$ cat src/rtl/matrix_pkg.sv
// Shared types and constants for the 3x3 int8 matrix accelerator and its stream sequencer.
package matrix_pkg;
  localparam int MAT_N  = 3;
  localparam int N_ELEM = 9;
  localparam int DATA_W = 8;
  localparam int ACC_W  = 32;

  typedef logic signed [DATA_W-1:0] operand_t;
  typedef logic signed [ACC_W-1:0]  result_t;

  typedef enum logic [1:0] {
    ST_LOAD  = 2'd0,
    ST_RUN   = 2'd1,
    ST_DRAIN = 2'd2
  } seq_state_t;
endpackage

$ cat src/rtl/matrix_result_buffer.sv
// Result snapshot: all accelerator outputs are captured in one cycle and read back by index.
module matrix_result_buffer #(
  parameter int ACC_W  = 32,
  parameter int N_ELEM = 9,
  parameter int IDX_W  = 4
) (
  input  logic                    clk,
  input  logic                    rst_n,
  input  logic                    load,
  input  logic [ACC_W*N_ELEM-1:0] mat_c,
  input  logic [IDX_W-1:0]        ridx,
  output logic [ACC_W-1:0]        rdata
);
  logic [ACC_W-1:0] mem [N_ELEM];

  always_ff @(posedge clk or negedge rst_n) begin
    if (!rst_n) begin
      for (int i = 0; i < N_ELEM; i++) mem[i] <= '0;
    end else if (load) begin
      for (int i = 0; i < N_ELEM; i++) mem[i] <= mat_c[i*ACC_W +: ACC_W];
    end
  end

  assign rdata = (32'(ridx) < N_ELEM) ? mem[ridx] : '0;
endmodule

$ cat src/rtl/matrix_stream_sequencer.sv
// Byte-stream operand loader, accelerator start/done handshake and result word streamer.
//   state    | meaning
//   ST_LOAD  | accepting 18 operand bytes into mat_a/mat_b
//   ST_RUN   | acc_start high, operands frozen, waiting for acc_done
//   ST_DRAIN | streaming the nine captured results out
module matrix_stream_sequencer #(
  parameter int DATA_W = 8,
  parameter int ACC_W  = 32,
  parameter int N_ELEM = 9
) (
  input  logic                     clk,
  input  logic                     rst_n,
  input  logic                     in_valid,
  output logic                     in_ready,
  input  logic [DATA_W-1:0]        in_data,
  input  logic                     in_last,
  output logic [DATA_W*N_ELEM-1:0] mat_a,
  output logic [DATA_W*N_ELEM-1:0] mat_b,
  output logic                     acc_start,
  input  logic                     acc_done,
  input  logic [ACC_W*N_ELEM-1:0]  mat_c,
  output logic                     res_valid,
  input  logic                     res_ready,
  output logic [ACC_W-1:0]         res_data,
  output logic                     res_last,
  output logic                     frame_err,
  input  logic                     err_clr,
  output logic                     busy
);
  import matrix_pkg::*;

  localparam logic [4:0] WIDX_LAST = 5'(2*N_ELEM - 1);
  localparam logic [4:0] WIDX_B    = 5'(N_ELEM);
  localparam logic [3:0] RIDX_LAST = 4'(N_ELEM - 1);

  seq_state_t       state, state_nxt;
  logic [4:0]       widx;
  logic [4:0]       bidx;
  logic [3:0]       ridx;
  logic [DATA_W-1:0] opa [N_ELEM];
  logic [DATA_W-1:0] opb [N_ELEM];
  logic             accept_in, accept_out, frame_ok, frame_bad, capture;

  assign in_ready   = (state == ST_LOAD);
  assign acc_start  = (state == ST_RUN);
  assign res_valid  = (state == ST_DRAIN);
  assign res_last   = res_valid && (ridx == RIDX_LAST);

  assign accept_in  = in_valid && in_ready;
  assign accept_out = res_valid && res_ready;
  assign frame_ok   = accept_in && in_last && (widx == WIDX_LAST);
  // Early in_last or a missing in_last on the final byte both abort the frame.
  assign frame_bad  = accept_in && (in_last ^ (widx == WIDX_LAST));
  assign capture    = (state == ST_RUN) && acc_done;
  assign bidx       = widx - WIDX_B;

  always_comb begin
    state_nxt = state;
    case (state)
      ST_LOAD:  if (frame_ok) state_nxt = ST_RUN;
      ST_RUN:   if (acc_done) state_nxt = ST_DRAIN;
      ST_DRAIN: if (accept_out && (ridx == RIDX_LAST)) state_nxt = ST_LOAD;
      default:  state_nxt = ST_LOAD;
    endcase
  end

  always_ff @(posedge clk or negedge rst_n) begin
    if (!rst_n) begin
      state     <= ST_LOAD;
      busy      <= 1'b0;
      widx      <= '0;
      ridx      <= '0;
      frame_err <= 1'b0;
    end else begin
      state     <= state_nxt;
      busy      <= (state_nxt != ST_LOAD);
      frame_err <= frame_bad || (frame_err && !err_clr);
      if (accept_in) widx <= (frame_ok || frame_bad) ? 5'd0 : widx + 5'd1;
      if (accept_out) ridx <= (ridx == RIDX_LAST) ? 4'd0 : ridx + 4'd1;
    end
  end

  always_ff @(posedge clk or negedge rst_n) begin
    if (!rst_n) begin
      for (int i = 0; i < N_ELEM; i++) begin
        opa[i] <= '0;
        opb[i] <= '0;
      end
    end else if (accept_in) begin
      if (widx < WIDX_B) opa[widx[3:0]] <= in_data;
      else               opb[bidx[3:0]] <= in_data;
    end
  end

  always_comb begin
    mat_a = '0;
    mat_b = '0;
    for (int i = 0; i < N_ELEM; i++) begin
      mat_a[i*DATA_W +: DATA_W] = opa[i];
      mat_b[i*DATA_W +: DATA_W] = opb[i];
    end
  end

  matrix_result_buffer #(
    .ACC_W  (ACC_W),
    .N_ELEM (N_ELEM),
    .IDX_W  (4)
  ) u_buf (
    .clk   (clk),
    .rst_n (rst_n),
    .load  (capture),
    .mat_c (mat_c),
    .ridx  (ridx),
    .rdata (res_data)
  );
endmodule

$ cat config.mk
export PLATFORM = sky130hd
export DESIGN_NAME = matrix_stream_sequencer
export DESIGN_NICKNAME = d
export VERILOG_FILES = /design/src/rtl/matrix_pkg.sv /design/src/rtl/matrix_result_buffer.sv /design/src/rtl/matrix_stream_sequencer.sv
export SDC_FILE = /design/constraint.sdc
export NUM_CORES = 1
export LEC_CHECK = 0
export CELL_PAD_IN_SITES_DETAIL_PLACEMENT = 1
export CELL_PAD_IN_SITES_GLOBAL_PLACEMENT = 1
export CORE_MARGIN = 2
export CORE_UTILIZATION = 36
export DETAILED_ROUTE_END_ITERATION = 10
export PLACE_DENSITY_LB_ADDON = 0.12
export SKIP_CTS_REPAIR_TIMING = 1
export SLEW_MARGIN = 5
export SYNTH_ARGS = -nofsm -noshare
export SYNTH_HDL_FRONTEND = slang
export SYNTH_HIERARCHICAL = 1
export SYNTH_SLANG_ARGS = --single-unit
$ cat constraint.sdc
create_clock -name clk -period 2.19 [get_ports clk]
set_input_delay 0.438 -clock clk [delete_from_list [all_inputs] [get_ports clk]]
set_output_delay 0.438 -clock clk [all_outputs]
set_load 0.005 [all_outputs]
**Yosys cells after proc, flatten, opt, wreduce, memory -nomap -nowiden**

Cells that the tools add are included.

- Add/sub/neg operators: 3
- Order comparisons: 7
- Equal/unequal tests: 4
- Mux-type cells: 16
- Bitwise gates (word level): 5
- Reduce and logical (&&, ||, !) cells: 18

Operators by type and width:

| cell | count |
|---|---|
| $bwmux 72 | 2 |
| $bmux 32 s4 | 1 |
| $mux 32 | 3 |
| $demux 8 s4 | 2 |
| $mux 8 | 2 |
| $ge 5x5->1 const B | 3 |
| $not 4->5 | 3 |
| $logic_and 1x1->1 | 11 |
| $lt 5x1->1 const B | 2 |
| $mux 2 | 3 |
| $pmux 2 s3 | 1 |
| $add 5x1->5 const B | 1 |
| $eq 5x5->1 const B | 1 |
| $lt 5x4->1 const B | 1 |
| $mux 5 | 1 |
| $add 4x1->4 const B | 1 |
| $eq 4x4->1 const B | 1 |
| $lt 4x4->1 const B | 1 |
| $mux 4 | 1 |
| $reduce_and 2->1 | 2 |
| $sub 4x4->4 const B | 1 |
| $eq 2x1->1 const B | 1 |
| $eq 2x2->1 const B | 1 |
| $logic_not 2->1 | 1 |
| 5 further kinds | 6 |

- Bits in registers: 445
- Input bits: 303
- Output and inout port bits: 182
- Word-level logic and storage cells: 85

**Depth between registers and ports, before layout**

- Depth after elaboration: 7
- Gate-level depth with buffers: 8
- Depth with buffers taken out: 6

**Cells and area by module**

Netlist, hierarchy kept.

Modules (own cells, without submodules):

| module | instances | cells each | area each (um^2) | seq. area each (um^2) |
|---|---|---|---|---|
| matrix_result_buffer | 1 | 899 | 13287.7 | 7206.9 |
| matrix_stream_sequencer | 1 | 427 | 6351.1 | 3928.8 |

**Worst setup path before layout**

OpenSTA, ideal clock, no wires.

- Kind: reg-to-reg
- Start point: register widx[0]
- End point: register opb (netlist bit mat_b[64])
- Setup time: 0.125 ns
- Data arrival time: 2.019 ns
- Data required time: 2.065 ns
- Setup slack: 0.046 ns
- Cell stages (with the launch flop): 6
- Buffers on the path: 0
- Clock period less this slack: 2.144 ns
- Cells stage by stage: dfrtp_1 -> inv_1 -> ha_1 -> or4_1 -> a21oi_2 -> mux2_2

- Longest elaborated chain between the ends: 7
- Elaborated cells on any way between the ends: 11
- Classes of those cells: add/sub (1); order compare (3); mux (3); bitwise (2); reduce/logical (2)

Ends and longest elaborated chain:

| item | line | RTL |
|---|---|---|
| from (decl) | matrix_stream_sequencer.sv:37 | `logic [4:0] widx;` |
| from (signal assigned) | matrix_stream_sequencer.sv:78 | `if (accept_in) widx <= (frame_ok \|\| frame_bad) ? 5'd0 : widx + 5'd1;` |
| $sub 4x4->4 | matrix_stream_sequencer.sv:55 | `assign bidx = widx - WIDX_B;` |
| $not 4->5 (implied by the code) | matrix_stream_sequencer.sv:91 | `else opb[bidx[3:0]] <= in_data;` |
| $ge 5x5->1 (implied by the code) or $lt 5x1->1 (tied branches) | matrix_stream_sequencer.sv:91 |  |
| $logic_and 1x1->1 (implied by the code) | matrix_stream_sequencer.sv:91 |  |
| $mux 8 (implied by the code) | matrix_stream_sequencer.sv:91 |  |
| $demux 8 s4 | matrix_stream_sequencer.sv:91 |  |
| $bwmux 72 | matrix_stream_sequencer.sv:91 |  |
| to (signal, indexed assignment) | matrix_stream_sequencer.sv:91 |  |
| to (decl) | matrix_stream_sequencer.sv:41 | `logic [DATA_W-1:0] opb [N_ELEM];` |

Several ways; a longest one is shown, not always the timed one.
A chain may end at the register's enable or synchronous reset.

**Worst setup path after layout**

- Start point: register ridx[0]
- End point: output port res_data[27]

- Longest elaborated chain between the ends: 5
- Elaborated cells on any way between the ends: 6
- Classes of those cells: order compare (1); mux (4); bitwise (1)

Ends and longest elaborated chain:

| item | line | RTL |
|---|---|---|
| from (decl) | matrix_stream_sequencer.sv:39 | `logic [3:0] ridx;` |
| from (signal assigned) | matrix_stream_sequencer.sv:79 | `if (accept_out) ridx <= (ridx == RIDX_LAST) ? 4'd0 : ridx + 4'd1;` |
| $not 4->5 (implied by the code) | matrix_result_buffer.sv:24 | `assign rdata = (32'(ridx) < N_ELEM) ? mem[ridx] : '0;` |
| $bmux 32 s4 | matrix_result_buffer.sv:24 |  |
| $mux 32 (implied by the code) (2 in a row) | matrix_result_buffer.sv:24 |  |
| $mux 32 * | matrix_result_buffer.sv:24 |  |
| to (decl) | matrix_stream_sequencer.sv:24 | `output logic [ACC_W-1:0] res_data,` |

Every way passes the cells marked *; elsewhere a longest branch is shown, timed or not. The select of a mux whose other input is x is not followed.

==> results.md <==
- Setup crit start kind: flop
- Post-synth EDFFs: 0
- Syn Inst Count: 1326
- Worst setup path class: flop to primary output
- Final setup margin: -0.616 ns
- CTS Buf Count: 51
- Drt drc: 0
- RSZ-0062 raised after global routing: true
- Synth top cells by count: dfrtp_1 (445), mux2_2 (433), mux2i_1 (120)
- Core Footprint: around 54000 um2
- Outcome: finished with violations
- Top FF cell, synth: dfrtp_1
- Hold WC Path Type: input pin to asynchronous set/reset pin
- CTS tree: done
- Syn Area/Cell: 14.8 um2
- Antenna viol nets, final: 0
- Async S/R FF share, synth: 100%
- Mapped Area: 19600 um2
- Starting density of the core: 36.4%
- Largest net degree at the start of global routing: 68
- Seq/Total Area, Yosys: between 50% and 60%
- Reg clk slew, reported paths: approximately 0.06 ns
- Final Util: 52.7%
- Number of fill cells in the layout: 5248
- Fmax: 356 MHz
- Vias: 13416
- Die W: between 200 and 250 um
- WL per Instance: 25.6 um
- R2r startpoint: widx[1]
- CTS sink cnt: between 400 and 500
- Max Cap Viol: 0
- Multi-input logic area: 8230 um2
- Worst setup EP type: primary output
- Post-synth top area share: 56.7%
- 1st-iter DRT viols: about 550
- Setup Skew: 0.0150 ns
- WP data arrival: 2.37 ns
- Peak supply drop: 774 uV
- Area grow syn2layout: 44.7%
- Max-slew headroom: 54.4%
- Die H: between 200 and 250 um
- Clk buf depth: 3
- PD cells: 935 nW/um2
- R2r worst-path depth: 6
- Failing checks: negative setup slack
- H-tree depth: 2
- Synth unique cells: 47
- Yosys warns: 6
- Vias in the first global route: ~15000
- Die area: 56400 um2
- Final Cycle Share: 128%
- Setup Total Neg Slack: -17.79 ns
- Vias per inst: 5.05
- Final #Nets: 2218
- Ports: approximately 490
- RD Place Congestion: 0.884
- 1st-pass router iterations: 4
- Number of port buffers: around 480
- Top-count cell post-synth: dfrtp_1
- GRT Util Overall: 23.5%
- Root Buffer: clkbuf_16
- Final Setup Violations: 33
- Fin. Hold Viols: 0
- Layout cells sized above 1: 40.3%
- FP Rows: between 80 and 90
- Post-detail-place hpwl: 49.8 mm
- Sequential cell area: 11100 um2
- Top cells by area, synth: dfrtp_1 (57%), mux2_2 (25%), mux2i_1 (6.1%)
- Slack of the worst reg-to-reg path: roughly 0.11 ns
- Detailed Route WL: slightly below 70 mm
- Max-slew violations: 0
- Worst-path maximum fanout: 7
- R2r endpoint: mat_b[69]
- First-pass GRT wire length: 98.1 mm
- Syn Nets: between 1500 and 2000
- Fin crit period: roughly 2.8 ns
- Initial antenna violation count: 30
- GR Overflow Total: 0
- Post-synth top area cell: dfrtp_1
- Worst-Skew Late Latency: 0.59 ns
- Least-Margin Pin Slew: 0.683 ns
- Synth Register Bits: 445
- Worst path required time: approximately 1.8 ns
- Pleak: between 10 and 15 nW
[critical path, cell delays in order, from the launching register on]
cell     delay [ns]
dfrtp_4        0.54
buf_8          0.18
buf_4          0.16
mux2i_2        0.43
a22o_1         0.24
o31ai_2        0.08
buf_2          0.15
[routing by layer]
layer,track usage (%),wire [um]
met2,42.0,35000
met5,0,214
met3,8.25,5220
met1,26.0,25400
met4,7.95,2100
[how the worst max path moves through the flow]
stage,depth (start not counted),start,endpoint
floorplan,5,widx[0],mat_b[64]
global placement,5,ridx[2],res_data[13]
detailed placement,5,ridx[2],res_data[13]
CTS,5,ridx[2],res_data[13]
global route,7,ridx[0],res_data[10]
finish,6,ridx[0],res_data[27]
[cell usage in the layout (no fill, tap or decap), types with 14 or more instances in the layout]
master	instances
buf_4	75
nand2_1	29
clkbuf_16	56
clkbuf_8	16
buf_2	24
mux2i_2	14
mux2_2	433
o31ai_2	23
clkdlybuf4s50_1	447
dfrtp_1	439
buf_12	37
mux2i_1	101
a22o_1	55
[area by class of cell]
cell class / count / share of cell area [%]
sequential: 445 / 39.2
multi-input combinational: 788 / 29.0
timing repair buffer: 612 / 22.1
clock buffer: 75 / 5.52
tap: 696 / 3.06
clock inverter: 19 / 0.806
inverter: 9 / 0.172
antenna: 12 / 0.106
[registers in the layout (all words and copies together), names as in the netlist]
name	count
ridx	4
busy	1
frame_err	1
u_buf/mem	288
mat_a	72
mat_b	72
widx	5
state	2
[report_power, final]
group	total, W	internal (W)	switching [W]
logic	0.00767	0.00457	0.00310
clock network	0.00906	0.00553	0.00353
registers	0.00985	0.00924	0.000610
[metrics by stage]
stage,instance area (um2),cells,worst slack (ns),power (W),hold slack (ns)
global placement,26100,2525,-0.489,0.0171,0.413
finish,28400,2656,-0.616,0.0266,0.368
floorplan,19600,1326,0.0458,0.0131,0.142
CTS,27900,2619,-1.21,0.0265,-0.208
detailed placement,26100,2525,-0.556,0.0173,0.420
global route,28400,2645,-0.684,0.0277,0.394
[logic make-up (layout without fill, tap and decap cells)]
group	count (synthesis)	in the layout	share of synthesized area [%]
buffers and inverters	95	715	3.02
xor gates and xnor gates	1	1	0.0446
and+or+nand+nor	91	93	2.45
other	0	12	0
muxes	558	558	31.5
AOI/OAI and AO/OA	128	128	5.82
adders and majority gates	8	8	0.510
DFF	445	445	56.7
Power figures use the tool's default switching activity.
